## src/rtl/uart_tx_fifo.sv

```systemverilog
// uart_tx_fifo: FIFO-buffered 8N1 UART transmitter; define UART_TX_PARITY_EN to insert an even-parity bit.
module uart_tx_fifo #(
    parameter int F     = 8000000,
    parameter int BAUD  = 115200,
    parameter int DEPTH = 16
) (
    input  logic                     clk,
    input  logic                     reset,
    input  logic [7:0]               tx_data,
    input  logic                     tx_valid,
    output logic                     tx_ready,
    output logic                     tx,
    output logic                     busy,
    output logic [$clog2(DEPTH):0]   level
);
    localparam int DIV = F / BAUD;
    localparam int CW  = $clog2(DIV);
    localparam int AW  = $clog2(DEPTH);
`ifdef UART_TX_PARITY_EN
    typedef enum logic [2:0] {IDLE, START, DATA, PARITY, STOP} state_t;
    localparam state_t AFTER_DATA = PARITY;
`else
    typedef enum logic [1:0] {IDLE, START, DATA, STOP} state_t;
    localparam state_t AFTER_DATA = STOP;
`endif
    state_t          state, state_n;
    logic [7:0]      mem [DEPTH];
    logic [AW-1:0]   wr_ptr, rd_ptr;
    logic [CW-1:0]   cnt, cnt_n;
    logic [2:0]      idx, idx_n;
    logic [7:0]      data_q, data_n;
    logic            push, pop, tick, has_data, tx_n;
    assign has_data = level != '0;
    assign tx_ready = level != (AW+1)'(DEPTH);
    assign push     = tx_valid & tx_ready;
    assign tick     = cnt == CW'(DIV - 1);
    assign busy     = state != IDLE;
    // tx is registered, so it is computed from the state being entered
    always_comb begin
        state_n = state;
        idx_n   = idx;
        data_n  = data_q;
        pop     = 1'b0;
        case (state)
            IDLE:   pop = has_data;
            START:  state_n = tick ? DATA : START;
            DATA:   if (tick) begin
                        idx_n   = idx + 3'd1;
                        state_n = idx == 3'd7 ? AFTER_DATA : DATA;
                    end
`ifdef UART_TX_PARITY_EN
            PARITY: state_n = tick ? STOP : PARITY;
`endif
            STOP:   if (tick) begin
                        pop     = has_data;
                        state_n = IDLE;
                    end
            default: state_n = IDLE;
        endcase
        if (pop) begin
            state_n = START;
            idx_n   = '0;
            data_n  = mem[rd_ptr];
        end
        cnt_n = (state == IDLE || tick) ? '0 : cnt + 1'b1;
        tx_n  = state_n == START ? 1'b0 : state_n == DATA ? data_n[idx_n] : 1'b1;
`ifdef UART_TX_PARITY_EN
        if (state_n == PARITY) tx_n = ^data_n;
`endif
    end
    always_ff @(posedge clk or posedge reset) begin
        if (reset) begin
            state  <= IDLE;
            cnt    <= '0;
            idx    <= '0;
            data_q <= '0;
            tx     <= 1'b1;
            wr_ptr <= '0;
            rd_ptr <= '0;
            level  <= '0;
        end else begin
            state  <= state_n;
            cnt    <= cnt_n;
            idx    <= idx_n;
            data_q <= data_n;
            tx     <= tx_n;
            wr_ptr <= wr_ptr + AW'(push);
            rd_ptr <= rd_ptr + AW'(pop);
            level  <= level + (AW+1)'(push) - (AW+1)'(pop);
        end
    end
    always_ff @(posedge clk)
        if (push) mem[wr_ptr] <= tx_data;
endmodule
```

## config.mk

```make
export PLATFORM = sky130hd
export DESIGN_NAME = uart_tx_fifo
export DESIGN_NICKNAME = d
export VERILOG_FILES = /design/src/rtl/uart_tx_fifo.sv
export SDC_FILE = /design/constraint.sdc
export NUM_CORES = 1
export LEC_CHECK = 0
export CORE_MARGIN = 2
export CORE_UTILIZATION = 29
export CTS_CLUSTER_DIAMETER = 40
export CTS_CLUSTER_SIZE = 28
export DETAILED_ROUTE_END_ITERATION = 7
export PLACE_DENSITY = 0.51
export SLEW_MARGIN = 20
export SYNTH_ARGS = -nofsm -noshare
export SYNTH_HDL_FRONTEND = slang
export SYNTH_SLANG_ARGS = --single-unit
```

## constraint.sdc

```tcl
create_clock -name clk -period 4 [get_ports clk]
set_clock_uncertainty 0.15 [all_clocks]
set_input_delay 0.4 -clock clk [delete_from_list [all_inputs] [get_ports clk]]
set_output_delay 0.4 -clock clk [all_outputs]
set_load 0.03 [all_outputs]
```

==> results.md, run 1 <==
- Vias per cell: 4.46
- Post-synth ARST share: 21.0%
- Total congestion overflow: 0
- DR WL/cell: 16.7 µm
- M1 GR Usage: 14.5%
- Max_cap viols: 0
- Worst hold margin: 0.231 ns
- Synth top cells by count: edfxtp_1, dfrtp_1, mux4_1, nor2_1, ha_1
- Pre-Repair DR Iteration Count: 4
- # resized after CTS: 0
- Worst IR Drop VDD: 0.000273 V
- Syn_nets: 389
- CP bufs+invs: 2
- Unrepaired setup endpoints after global routing: no
- CP cell instances: inv_1 -> ha_1 -> and4b_1 -> and2_1 -> a21oi_1 -> nor3_4 -> ha_1 -> inv_1 -> ha_1 -> fa_1 -> a21oi_1 -> nor2_1 -> nor2_1 -> xnor2_1
- Die height: 158 µm
- Count leader, synth: edfxtp_1
- Layout cells sized above 1: 16.3%
- Mapped Cells: 359
- Boundary Pins: 19
- # H-tree levels: 4
- Largest fanout on the critical path: 15
- Initial antenna violation count: 0
- Vias: 3,200
- Largest net degree at the start of global routing: 35
- Vias in the first global route: 3,310
- Final number of max-transition violations: 0
- Core Area: 0.0234 mm²
- Final Critical Period: 3.42 ns
- Synth top area share: 55.9%
- Nets@finish: 416
- Initial core utilization: 29.4%
- Total Die Area: 0.0250 mm²
- Number of flops mapped to enable cells by yosys: 128
- Post-detail-place hpwl: 8170 µm
- Pwr/cell area: 516 mW/mm²
- Fmax achieved: 292 MHz
- CTS tree: built
- Final hold vios: 0
- Clock root buffer: clkbuf_16
- Data required time of the critical path: 4.19 ns
- Slowest CP cell: nor3_4
- Worst setup EP type: flop
- Area growth, synth to finish: 15.4%
- Data arrival time at the worst-slack endpoint: 3.61 ns
- Clk Latency, worst-skew pair: 0.42 ns
- Aggregate global-route resource usage: 10.6%
- Synthesis-stage register bit count: 162
- Hold crit path type: input pin to async pin
- Fin Setup TNS: 0 ns
- Leak Pwr: 2.79 nW
- Most used cell, CP: ha_1
- First-pass GRT wire length: 19,400 µm
- Met3 Resource Use GR: 3.15%
- Least-Margin Pin Slew: 0.872 ns
- Netlist cell types: 43
- Die width: 158 µm
- Setup violators final: 0
- Placed instance count: 686
- IO Port Bufs: 18
- Non-filler cells, final: 718
- DR iter-0 viols: 262
- GR peak layer: met2
- Syn_area_per_cell: 19.2 µm²
- Final period utilization: 85.5%
- Antenna Nets Post-Route: 0
- Max_slew headroom: 41.9%
- Num CTS Buffers: 17
- Detailed Route WL: 12,000 µm
- Area leader, netlist: edfxtp_1
- Routability Congestion: 0.731
- Post-synthesis sequential area ratio: 68.3%
- Status: finished, final reports clean
- Top_reg_cell synth: edfxtp_1
- Synth top area cells: edfxtp_1, dfrtp_1, mux4_1, mux4_2, ha_1
- Ant diodes: 0
- CP Launch Type: flop
- Clock Sinks: 162
- Synthesized area: 0.00688 mm²
- Post-CTS Setup Bufs: 0
- Met2 Use GR: 16.4%
- Reg clk slew, reported paths: 0.06 ns
- Site Rows: 56
- Clk buf depth: 2
- Cell family with most CP delay: simple AND/OR/NAND/NOR gates
- Synth warn: 0
- # hold bufs at CTS: 0
- DRC: 0
- CP max stage delay: 0.69 ns
- WS Path Type: flop to flop
[flip-flops by register name, summed over array words and instances, names as in the netlist]
register	flops
cnt	7
data_q	8
idx	3
level	5
mem	128
rd_ptr	4
state	2
tx	1
wr_ptr	4
[layer usage]
layer	vias to the layer above	wire [µm]
met4	0	145
met2	72	5650
met1	1623	5630
li1	1493	-
met5	-	0
met3	12	573
[where the power goes]
group	switching, W	leakage, nW	internal [W]
registers	0.0000919	1.57	0.00201
logic	0.000314	0.969	0.000221
clock network	0.000658	0.258	0.000803
total	0.00106	2.79	0.00303
[cells in the final DEF, fill, tap and decap left out, types with 3 or more instances in the layout]
cell type / synthesis / layout
a21oi_1: 6 / 6
buf_4: 2 / 6
clkbuf_16: 0 / 17
clkdlybuf4s50_1: 0 / 18
clkinv_4: 0 / 3
dfrtp_1: 33 / 32
edfxtp_1: 128 / 128
ha_1: 18 / 18
inv_1: 13 / 13
inv_6: 0 / 4
mux2_2: 3 / 3
mux2_4: 8 / 8
mux2i_1: 4 / 4
mux4_1: 28 / 28
mux4_2: 14 / 14
nand2_1: 6 / 6
nand3_1: 7 / 7
nor2_1: 28 / 28
nor3_1: 5 / 5
xnor2_1: 7 / 7
xor2_1: 7 / 7
[cell families (layout without fill, tap and decap cells)]
kind of cell               count (synthesis)  count (layout)  share of synthesized area [%]
AOI/OAI and AO/OA                         13              13                           1.26
xor gates and xnor gates                  14              14                           1.78
adders and majority gates                 19              19                           3.57
buffers and inverters                     29              69                           2.18
DFF                                      162             162                           68.3
muxes                                     57              57                           18.1
and+or+nand+nor                           65              65                           4.86
[per-stage QoR]
| step | instance area (µm²) | setup WS (ns) | util (%) | total power [W] |
|---|---|---|---|---|
| after floorplan | 6880 | 0.933 | - | 0.00247 |
| after global placement | 7400 | 0.606 | 31.6 | 0.00266 |
| after detailed placement | 7400 | 0.526 | 31.6 | 0.00268 |
| after CTS | 7940 | 0.521 | 33.9 | 0.00415 |
| after global routing | 7940 | 0.306 | 33.9 | 0.00429 |
| final | 7940 | 0.581 | 33.9 | 0.00410 |
[worst register-to-register path: stages (launching register included)]
cell     delay (ns)
dfrtp_1        0.40
inv_1          0.07
ha_1           0.13
and4b_1        0.25
and2_1         0.21
a21oi_1        0.14
nor3_4         0.69
ha_1           0.25
inv_1          0.04
ha_1           0.19
fa_1           0.40
a21oi_1        0.15
nor2_1         0.05
nor2_1         0.11
xnor2_1        0.12
[final timing paths]
path | start | end | slack [ns] | depth (start not counted)
min | reset | level[3]$_DFF_PP0_ | 0.23 | 3
max | cnt[0]$_DFF_PP0_ | level[4]$_DFF_PP0_ | 0.58 | 14
min reg2reg | cnt[0]$_DFF_PP0_ | cnt[0]$_DFF_PP0_ | 0.33 | 1
max reg2reg | cnt[0]$_DFF_PP0_ | level[4]$_DFF_PP0_ | 0.58 | 14
max in group asynchronous | reset | tx$_DFF_PP1_ | 3.12 | 3
min in group clk | cnt[0]$_DFF_PP0_ | cnt[0]$_DFF_PP0_ | 0.33 | 1
[cell type report]
type,instances,area (µm²)
well taps,319,399
inverters,13,48.8
clock inverters,13,101
fillers,2246,15500
multi-input cells,168,2030
clock buffers,19,433
repair buffers,24,225
flip-flops and latches,162,4700
Power figures use the tool's default switching activity.
==> run 2: changes to the inputs <==
--- a/config.mk
+++ b/config.mk
@@ -10,6 +10,7 @@
 export CTS_CLUSTER_DIAMETER = 40
 export CTS_CLUSTER_SIZE = 28
 export DETAILED_ROUTE_END_ITERATION = 7
+export HOLD_SLACK_MARGIN = 0.02
 export PLACE_DENSITY = 0.51
 export SLEW_MARGIN = 20
 export SYNTH_ARGS = -nofsm -noshare
==> results of run 2 <==
No change in the layout: final DEF, timing and power equal those of run 1.
